`src/rtl/uart_tx_unit.sv`:
```
// UART transmitter: holding register, single-depth send request and 8N1 framer.
// Optional even-parity bit between data and stop when UART_TX_PARITY_EN is defined.
module uart_tx_unit #(
    parameter int unsigned BAUD_DIV = 434
) (
    input  logic       clk,
    input  logic       rst,
    input  logic       tx_data_en,
    input  logic [7:0] Tx_Data_w,
    input  logic       tx_send_en,
    input  logic       tx_send,
    output logic       tx,
    output logic       tx_fsm_in_STOP_S,
    output logic       tx_busy
);

    localparam logic [15:0] BAUD_LAST = 16'(BAUD_DIV - 1);

    typedef enum logic [2:0] {
        IDLE   = 3'd0,
        START  = 3'd1,
        DATA   = 3'd2,
`ifdef UART_TX_PARITY_EN
        PARITY = 3'd3,
`endif
        STOP   = 3'd4
    } state_t;

`ifdef UART_TX_PARITY_EN
    function automatic logic even_parity(input logic [7:0] d);
        return ^d;
    endfunction
`endif

    state_t      state_r;
    logic [15:0] baud_cnt_r;
    logic [2:0]  bit_idx_r;
    logic [7:0]  hold_r;
    logic [7:0]  shift_r;
    logic        send_pend_r;
    logic        tx_r;
    logic        stop_r;
    logic        busy_r;

    logic        baud_last_s;
    logic [2:0]  next_bit_s;

    assign baud_last_s      = (baud_cnt_r == BAUD_LAST);
    assign next_bit_s       = bit_idx_r + 3'd1;

    assign tx               = tx_r;
    assign tx_fsm_in_STOP_S = stop_r;
    assign tx_busy          = busy_r;

    // Holding register: software writes land here in any state; the frame uses shift_r.
    always_ff @(posedge clk or negedge rst) begin
        if (!rst) begin
            hold_r <= 8'd0;
        end else if (tx_data_en) begin
            hold_r <= Tx_Data_w;
        end else begin
            hold_r <= hold_r;
        end
    end

    // Single-depth send request; a software write wins over the launch-time clear.
    always_ff @(posedge clk or negedge rst) begin
        if (!rst) begin
            send_pend_r <= 1'b0;
        end else if (tx_send_en) begin
            send_pend_r <= tx_send;
        end else if ((state_r == IDLE) && send_pend_r) begin
            send_pend_r <= 1'b0;
        end else begin
            send_pend_r <= send_pend_r;
        end
    end

    // Frame sequencer; line, stop flag and busy are registered with the state change.
    always_ff @(posedge clk or negedge rst) begin
        if (!rst) begin
            state_r    <= IDLE;
            baud_cnt_r <= 16'd0;
            bit_idx_r  <= 3'd0;
            shift_r    <= 8'd0;
            tx_r       <= 1'b1;
            stop_r     <= 1'b0;
            busy_r     <= 1'b0;
        end else begin
            case (state_r)
                IDLE: begin
                    baud_cnt_r <= 16'd0;
                    bit_idx_r  <= 3'd0;
                    stop_r     <= 1'b0;
                    if (send_pend_r) begin
                        state_r <= START;
                        shift_r <= hold_r;
                        tx_r    <= 1'b0;
                        busy_r  <= 1'b1;
                    end else begin
                        tx_r    <= 1'b1;
                        busy_r  <= 1'b0;
                    end
                end
                START: begin
                    if (baud_last_s) begin
                        baud_cnt_r <= 16'd0;
                        bit_idx_r  <= 3'd0;
                        state_r    <= DATA;
                        tx_r       <= shift_r[0];
                    end else begin
                        baud_cnt_r <= baud_cnt_r + 16'd1;
                    end
                end
                DATA: begin
                    if (baud_last_s) begin
                        baud_cnt_r <= 16'd0;
                        if (bit_idx_r == 3'd7) begin
                            bit_idx_r <= 3'd0;
`ifdef UART_TX_PARITY_EN
                            state_r   <= PARITY;
                            tx_r      <= even_parity(shift_r);
`else
                            state_r   <= STOP;
                            tx_r      <= 1'b1;
                            stop_r    <= 1'b1;
`endif
                        end else begin
                            bit_idx_r <= next_bit_s;
                            tx_r      <= shift_r[next_bit_s];
                        end
                    end else begin
                        baud_cnt_r <= baud_cnt_r + 16'd1;
                    end
                end
`ifdef UART_TX_PARITY_EN
                PARITY: begin
                    if (baud_last_s) begin
                        baud_cnt_r <= 16'd0;
                        state_r    <= STOP;
                        tx_r       <= 1'b1;
                        stop_r     <= 1'b1;
                    end else begin
                        baud_cnt_r <= baud_cnt_r + 16'd1;
                    end
                end
`endif
                STOP: begin
                    if (baud_last_s) begin
                        baud_cnt_r <= 16'd0;
                        state_r    <= IDLE;
                        tx_r       <= 1'b1;
                        stop_r     <= 1'b0;
                        busy_r     <= 1'b0;
                    end else begin
                        baud_cnt_r <= baud_cnt_r + 16'd1;
                    end
                end
                default: begin
                    state_r    <= IDLE;
                    baud_cnt_r <= 16'd0;
                    bit_idx_r  <= 3'd0;
                    tx_r       <= 1'b1;
                    stop_r     <= 1'b0;
                    busy_r     <= 1'b0;
                end
            endcase
        end
    end

endmodule

```
`config.mk`:
```
export PLATFORM = sky130hd
export DESIGN_NAME = uart_tx_unit
export DESIGN_NICKNAME = d
export VERILOG_FILES = /design/src/rtl/uart_tx_unit.sv
export SDC_FILE = /design/constraint.sdc
export NUM_CORES = 1
export LEC_CHECK = 0
export ABC_CLOCK_PERIOD_IN_PS = 2490
export CAP_MARGIN = 0
export CORE_MARGIN = 5
export CORE_UTILIZATION = 52
export DETAILED_ROUTE_END_ITERATION = 10
export GPL_TIMING_DRIVEN = 0
export PLACE_DENSITY = 0.84
export SLEW_MARGIN = 10
export SYNTH_ARGS = -nofsm -noshare
export SYNTH_HDL_FRONTEND = slang
export SYNTH_SLANG_ARGS = --single-unit
```
`constraint.sdc`:
```
create_clock -name clk -period 2.49 [get_ports clk]
set_input_delay 0.3735 -clock clk [delete_from_list [all_inputs] [get_ports clk]]
set_output_delay 0.3735 -clock clk [all_outputs]
set_load 0.1 [all_outputs]
```
Yosys cells after proc, flatten, opt, wreduce, memory -nomap -nowiden
Cells that the tools add are included.
{"block": "totals", "reg_bits": 42, "input_bits": 13}
{"block": "classes", "n_addsub": 2, "magnitude_cmp": 1, "eq_ne": 10, "mux": 27, "bitwise": 3, "n_reduce_logical": 11}
{"operator": "2-to-1 mux 16 bit", "count": 2}
{"operator": "2-to-1 mux 3 bit", "count": 7}
{"operator": "adder 16 x 1 -> 16 bit, second input constant", "count": 1}
{"operator": "equality test 16 x 9 -> 1 bit, second input constant", "count": 1}
{"operator": "2-to-1 mux 1 bit", "count": 12}
{"operator": "case mux 3 bit (4 select lines)", "count": 1}
{"operator": "inequality test 2 bit, second input constant", "count": 5}
{"operator": "case mux 3 bit (3 select lines)", "count": 1}
{"operator": "equality test 3 bit, second input constant", "count": 2}
{"operator": "case mux 1 bit (3 select lines)", "count": 2}
{"operator": "AND reduction 3 bit", "count": 2}
{"operator": "AND reduction 5 bit", "count": 1}
{"operator": "< comparator 3 x 4 -> 1 bit, second input constant", "count": 1}
{"operator": "case mux 1 bit (4 select lines)", "count": 1}
{"operator": "AND reduction 2 bit", "count": 2}
{"operator": "AND reduction 4 bit", "count": 1}
{"operator": "adder 3 x 1 -> 3 bit, second input constant", "count": 1}
{"operator": "binary-select mux 1 bit (select 3 bit)", "count": 1}
{"operator": "equality test 3 x 1 -> 1 bit, second input constant", "count": 1}
{"operator": "equality test 3 x 2 -> 1 bit, second input constant", "count": 1}
{"operator": "zero test 3 bit", "count": 1}
{"operator": "NOT 1 bit", "count": 3}
{"operator": "OR reduction 3 bit", "count": 1}
{"operator": "nonzero test 2 bit", "count": 1}
{"operator": "2 further kinds", "count": 2}

Depth between registers and ports, before layout
{"block": "logic_depth", "word_depth": 6, "mapped_depth": 7}

Least setup slack after synthesis
No wires, ideal clock.
{"block": "synth_timing", "path_type": "register -> register", "start": "register bit_idx_r[0]", "end": "register tx_r, in the netlist tx", "setup_ns": 0.086, "t_arrival_ns": 1.705, "slack_ns": 0.698, "path_stages_with_launch": 6, "n_path_buf": 0, "path_cell_list": "dfrtp_1 -> ha_1 -> mux4_2 -> mux2_2 -> o21ai_0 -> a2bb2oi_1"}
{"block": "synth_between", "elab_chain_cells": 6}
{"item": "start, declared", "line_no": "37", "source": "logic [2:0] bit_idx_r;"}
{"item": "start signal, assigned", "line_no": "129", "source": "bit_idx_r <= next_bit_s;"}
{"item": "adder 3 x 1 -> 3 bit", "line_no": "49", "source": "assign next_bit_s = bit_idx_r + 3'd1;"}
{"item": "binary-select mux 1 bit (select 3 bit)", "line_no": "130", "source": "tx_r <= shift_r[next_bit_s];"}
{"item": "2-to-1 mux 1 bit (not written as such)", "line_no": "130"}
{"item": "2-to-1 mux 1 bit (*)", "line_no": "118", "source": "if (bit_idx_r == 3'd7) begin"}
{"item": "2-to-1 mux 1 bit (*)", "line_no": "116", "source": "if (baud_last_s) begin"}
{"item": "case mux 1 bit (4 select lines) (*)", "line_no": "90", "source": "case (state_r)"}
{"item": "end signal, assigned", "line_no": "110", "source": "tx_r <= shift_r[0];"}
{"item": "end signal, assigned", "line_no": "130"}
{"item": "end, declared", "line_no": "41", "source": "logic tx_r;"}
Mark *: on every way between the ends. The rest lies on a longest branch, timed or not. The select of a mux whose other input is x is not followed.
A chain may end at the register's enable or synchronous reset.

Worst setup path after layout
{"block": "layout_timing", "start": "register tx_r, in the netlist tx", "end": "output port tx"}
{"item": "end, declared", "line_no": "12", "source": "output logic tx,"}
No word-level cell between the ends.

==> metrics <==
gr ovfl total 0; share of layout cells above drive strength 1 16.9%; critical path buffer and inverter count 1; sum of negative setup slack 0 ns; Final WS setup 0.122 ns; Chip Width 73.5 um; top area cells in the synthesized netlist dfrtp_1, mux2_2, nor2_1; Clock Tree Buf Depth 2; placed cell areas 0.00231 mm2; met2 wire length 1970 um; H-tree levels 2; Critical Path Sink Type output port; Final min period 2.37 ns; crit-path max FO 2; critical path type register to output port; total power draw 1.78 mW; ANT cells 0; Hold Path Class input pin to asynchronous set/reset pin; max cap viols 0; FMAX 422 MHz; site row count 23; largest net degree at the start of global routing 35; Pwr Density 729 mW/mm2; syn_area_per_cell 11.4 um2; initial DRC count 107; Die ar. 0.00540 mm2; CTS buffer count 5; Die Height 73.5 um; first-pass GRT wire length 6900 um; Sink Count 42; Mapped Cells 183; synth unique cells 46; CTS tree built; Slew Limit Fails 0; yosys warns 0; GRT Total Usage 16.9%; core area 0.00394 mm2; Fill cells 303; syn_nets 200; final core occ 61.8%; Synth-to-Final Area Change 16.3%; worst-margin pin slew 0.970 ns; router iterations before antenna repair 4; CP peak stage delay 1.13 ns; Worst-path clk slew 0.08 ns; Initial Util 53.1%; VDD IR max 0.470 mV; Post-synth EDFFs 0; DP Worst Slack 0.465 ns; max layer used met4; Nets 223; Port Buf Inserts 14; Critical Path RT 2.12 ns; via count 1,499; Post-Route WL 4070 um; Hold Violations, Final 0; critical path arrival 1.99 ns; Synth Cell Area 0.00209 mm2; Clock Root Buffer clkbuf_8; worst skew pair latency 0.31 ns; RSZ-0062 raised after global routing false; CP top delay family buffers and inverters; leading cell type in the layout, fill and taps excluded dfrtp_1; DRT antenna net count 0; outcome finished clean; Synth Flop Type dfrtp_1; Routed met3 length 185 um; initial antenna violation count 0; fin crit share 95.1%; Post-Layout Inst Area 0.00244 mm2; Wirelength per Cell 15.8 um; Vias/cell 5.83; FF+latch count, synth 42; Leakage 1.03 nW; share of the synthesized area in the top cell type 49.0%; vias in the first global route 1,444; Slowest-stage cell, CP clkdlybuf4s50_1; # setup viols final 0; fraction of registers with async set/reset 100%; DRT met1 WL 1850 um; clk_skew 0.00883 ns; Yosys top cell by area dfrtp_1; crit path launch type register; DRC 0; Routability Congestion 0.814; commonest cells after routing, fill and taps aside dfrtp_1, nor2_1, clkdlybuf4s50_1, mux2_2; DP Wirelength 2820 um; CP Cell Sequence clkdlybuf4s50_1; I/O pin total 16; post-synthesis sequential area ratio 50.2%; slew margin rel. 35.1%
==> repair_timing <==
item	CTS	global route
hold endpoints to repair	8	0
resized for setup	0	0
hold buffers	1	0
buffers inserted	0	0
==> stage by stage <==
step                std cells  hold slack [ns]
floorplan                 183           0.0779
global placement          247            0.463
detailed placement        248            0.251
CTS                       257            0.459
global route              257            0.481
finish                    257            0.460
==> area by class of cell <==
class	instances	area [um2]	share of cell area, %
multi-input cells	130	995	40.8
flip-flops and latches	42	1050	43.2
plain buffers	7	32.5	1.34
repair buffers	16	165	6.78
clock buffers	5	68.8	2.82
well taps	50	62.6	2.57
inverters	4	15.0	0.616
clock inverters	3	45.0	1.85
==> registers in the layout, indices dropped and copies added, names as in the netlist <==
| signal | cells |
|---|---|
| hold_r | 8 |
| tx_fsm_in_STOP_S | 1 |
| state_r | 3 |
| tx | 1 |
| baud_cnt_r | 16 |
| send_pend_r | 1 |
| shift_r | 8 |
| bit_idx_r | 3 |
| tx_busy | 1 |
==> synth_stat cells (3+ instances only) <==
| cell | n |
|---|---|
| mux2i_1 | 4 |
| nand2_1 | 6 |
| a21oi_1 | 7 |
| o21ai_1 | 5 |
| o21ai_0 | 7 |
| inv_1 | 4 |
| or3_1 | 3 |
| mux2_2 | 11 |
| nand3_1 | 4 |
| dfrtp_1 | 41 |
| nor2b_1 | 6 |
| ha_1 | 4 |
| nor2_1 | 18 |
| xnor2_1 | 7 |
| mux2_1 | 6 |
| a32oi_1 | 3 |
| xor2_1 | 4 |
| clkbuf_1 | 4 |
| nand4_1 | 4 |
==> where the power goes <==
group	switching, mW	internal, mW	total, mW
clock	0.249	0.298	0.547
sequential	0.108	0.785	0.894
combinational	0.184	0.151	0.336
==> logic make-up (layout without fill, tap and decap cells) <==
kind of cell | count (synthesis) | after routing | share of synthesized area, %
flops | 42 | 42 | 50.2
simple gates | 63 | 63 | 18.9
compound gates | 29 | 29 | 8.42
mux | 23 | 23 | 13.2
xor+xnor | 11 | 11 | 4.60
fa+ha+maj | 4 | 4 | 2.39
buf+inv | 11 | 35 | 2.27
==> path summary, 6_finish.rpt <==
| kind | endpoint | cells after the start | slack (ns) | from |
|---|---|---|---|---|
| hold reg to reg | shift_r[3] | 1 | 0.50 | hold_r[3] |
| min in group clk | shift_r[3] | 1 | 0.50 | hold_r[3] |
| hold / removal | baud_cnt_r[10] | 2 | 0.46 | rst |
| max in group asynchronous | tx | 3 | 1.53 | rst |
| setup reg to reg | tx | 5 | 0.55 | bit_idx_r[0] |
| setup / recovery | tx | 1 | 0.12 | tx |
==> routing by layer <==
metal	vias up	track usage, %
li1	712	-
met1	751	22.2
met2	28	26.4
met3	8	4.65
met4	0	7.04
met5	-	0
No activity file was read; power rests on OpenSTA's default activity.
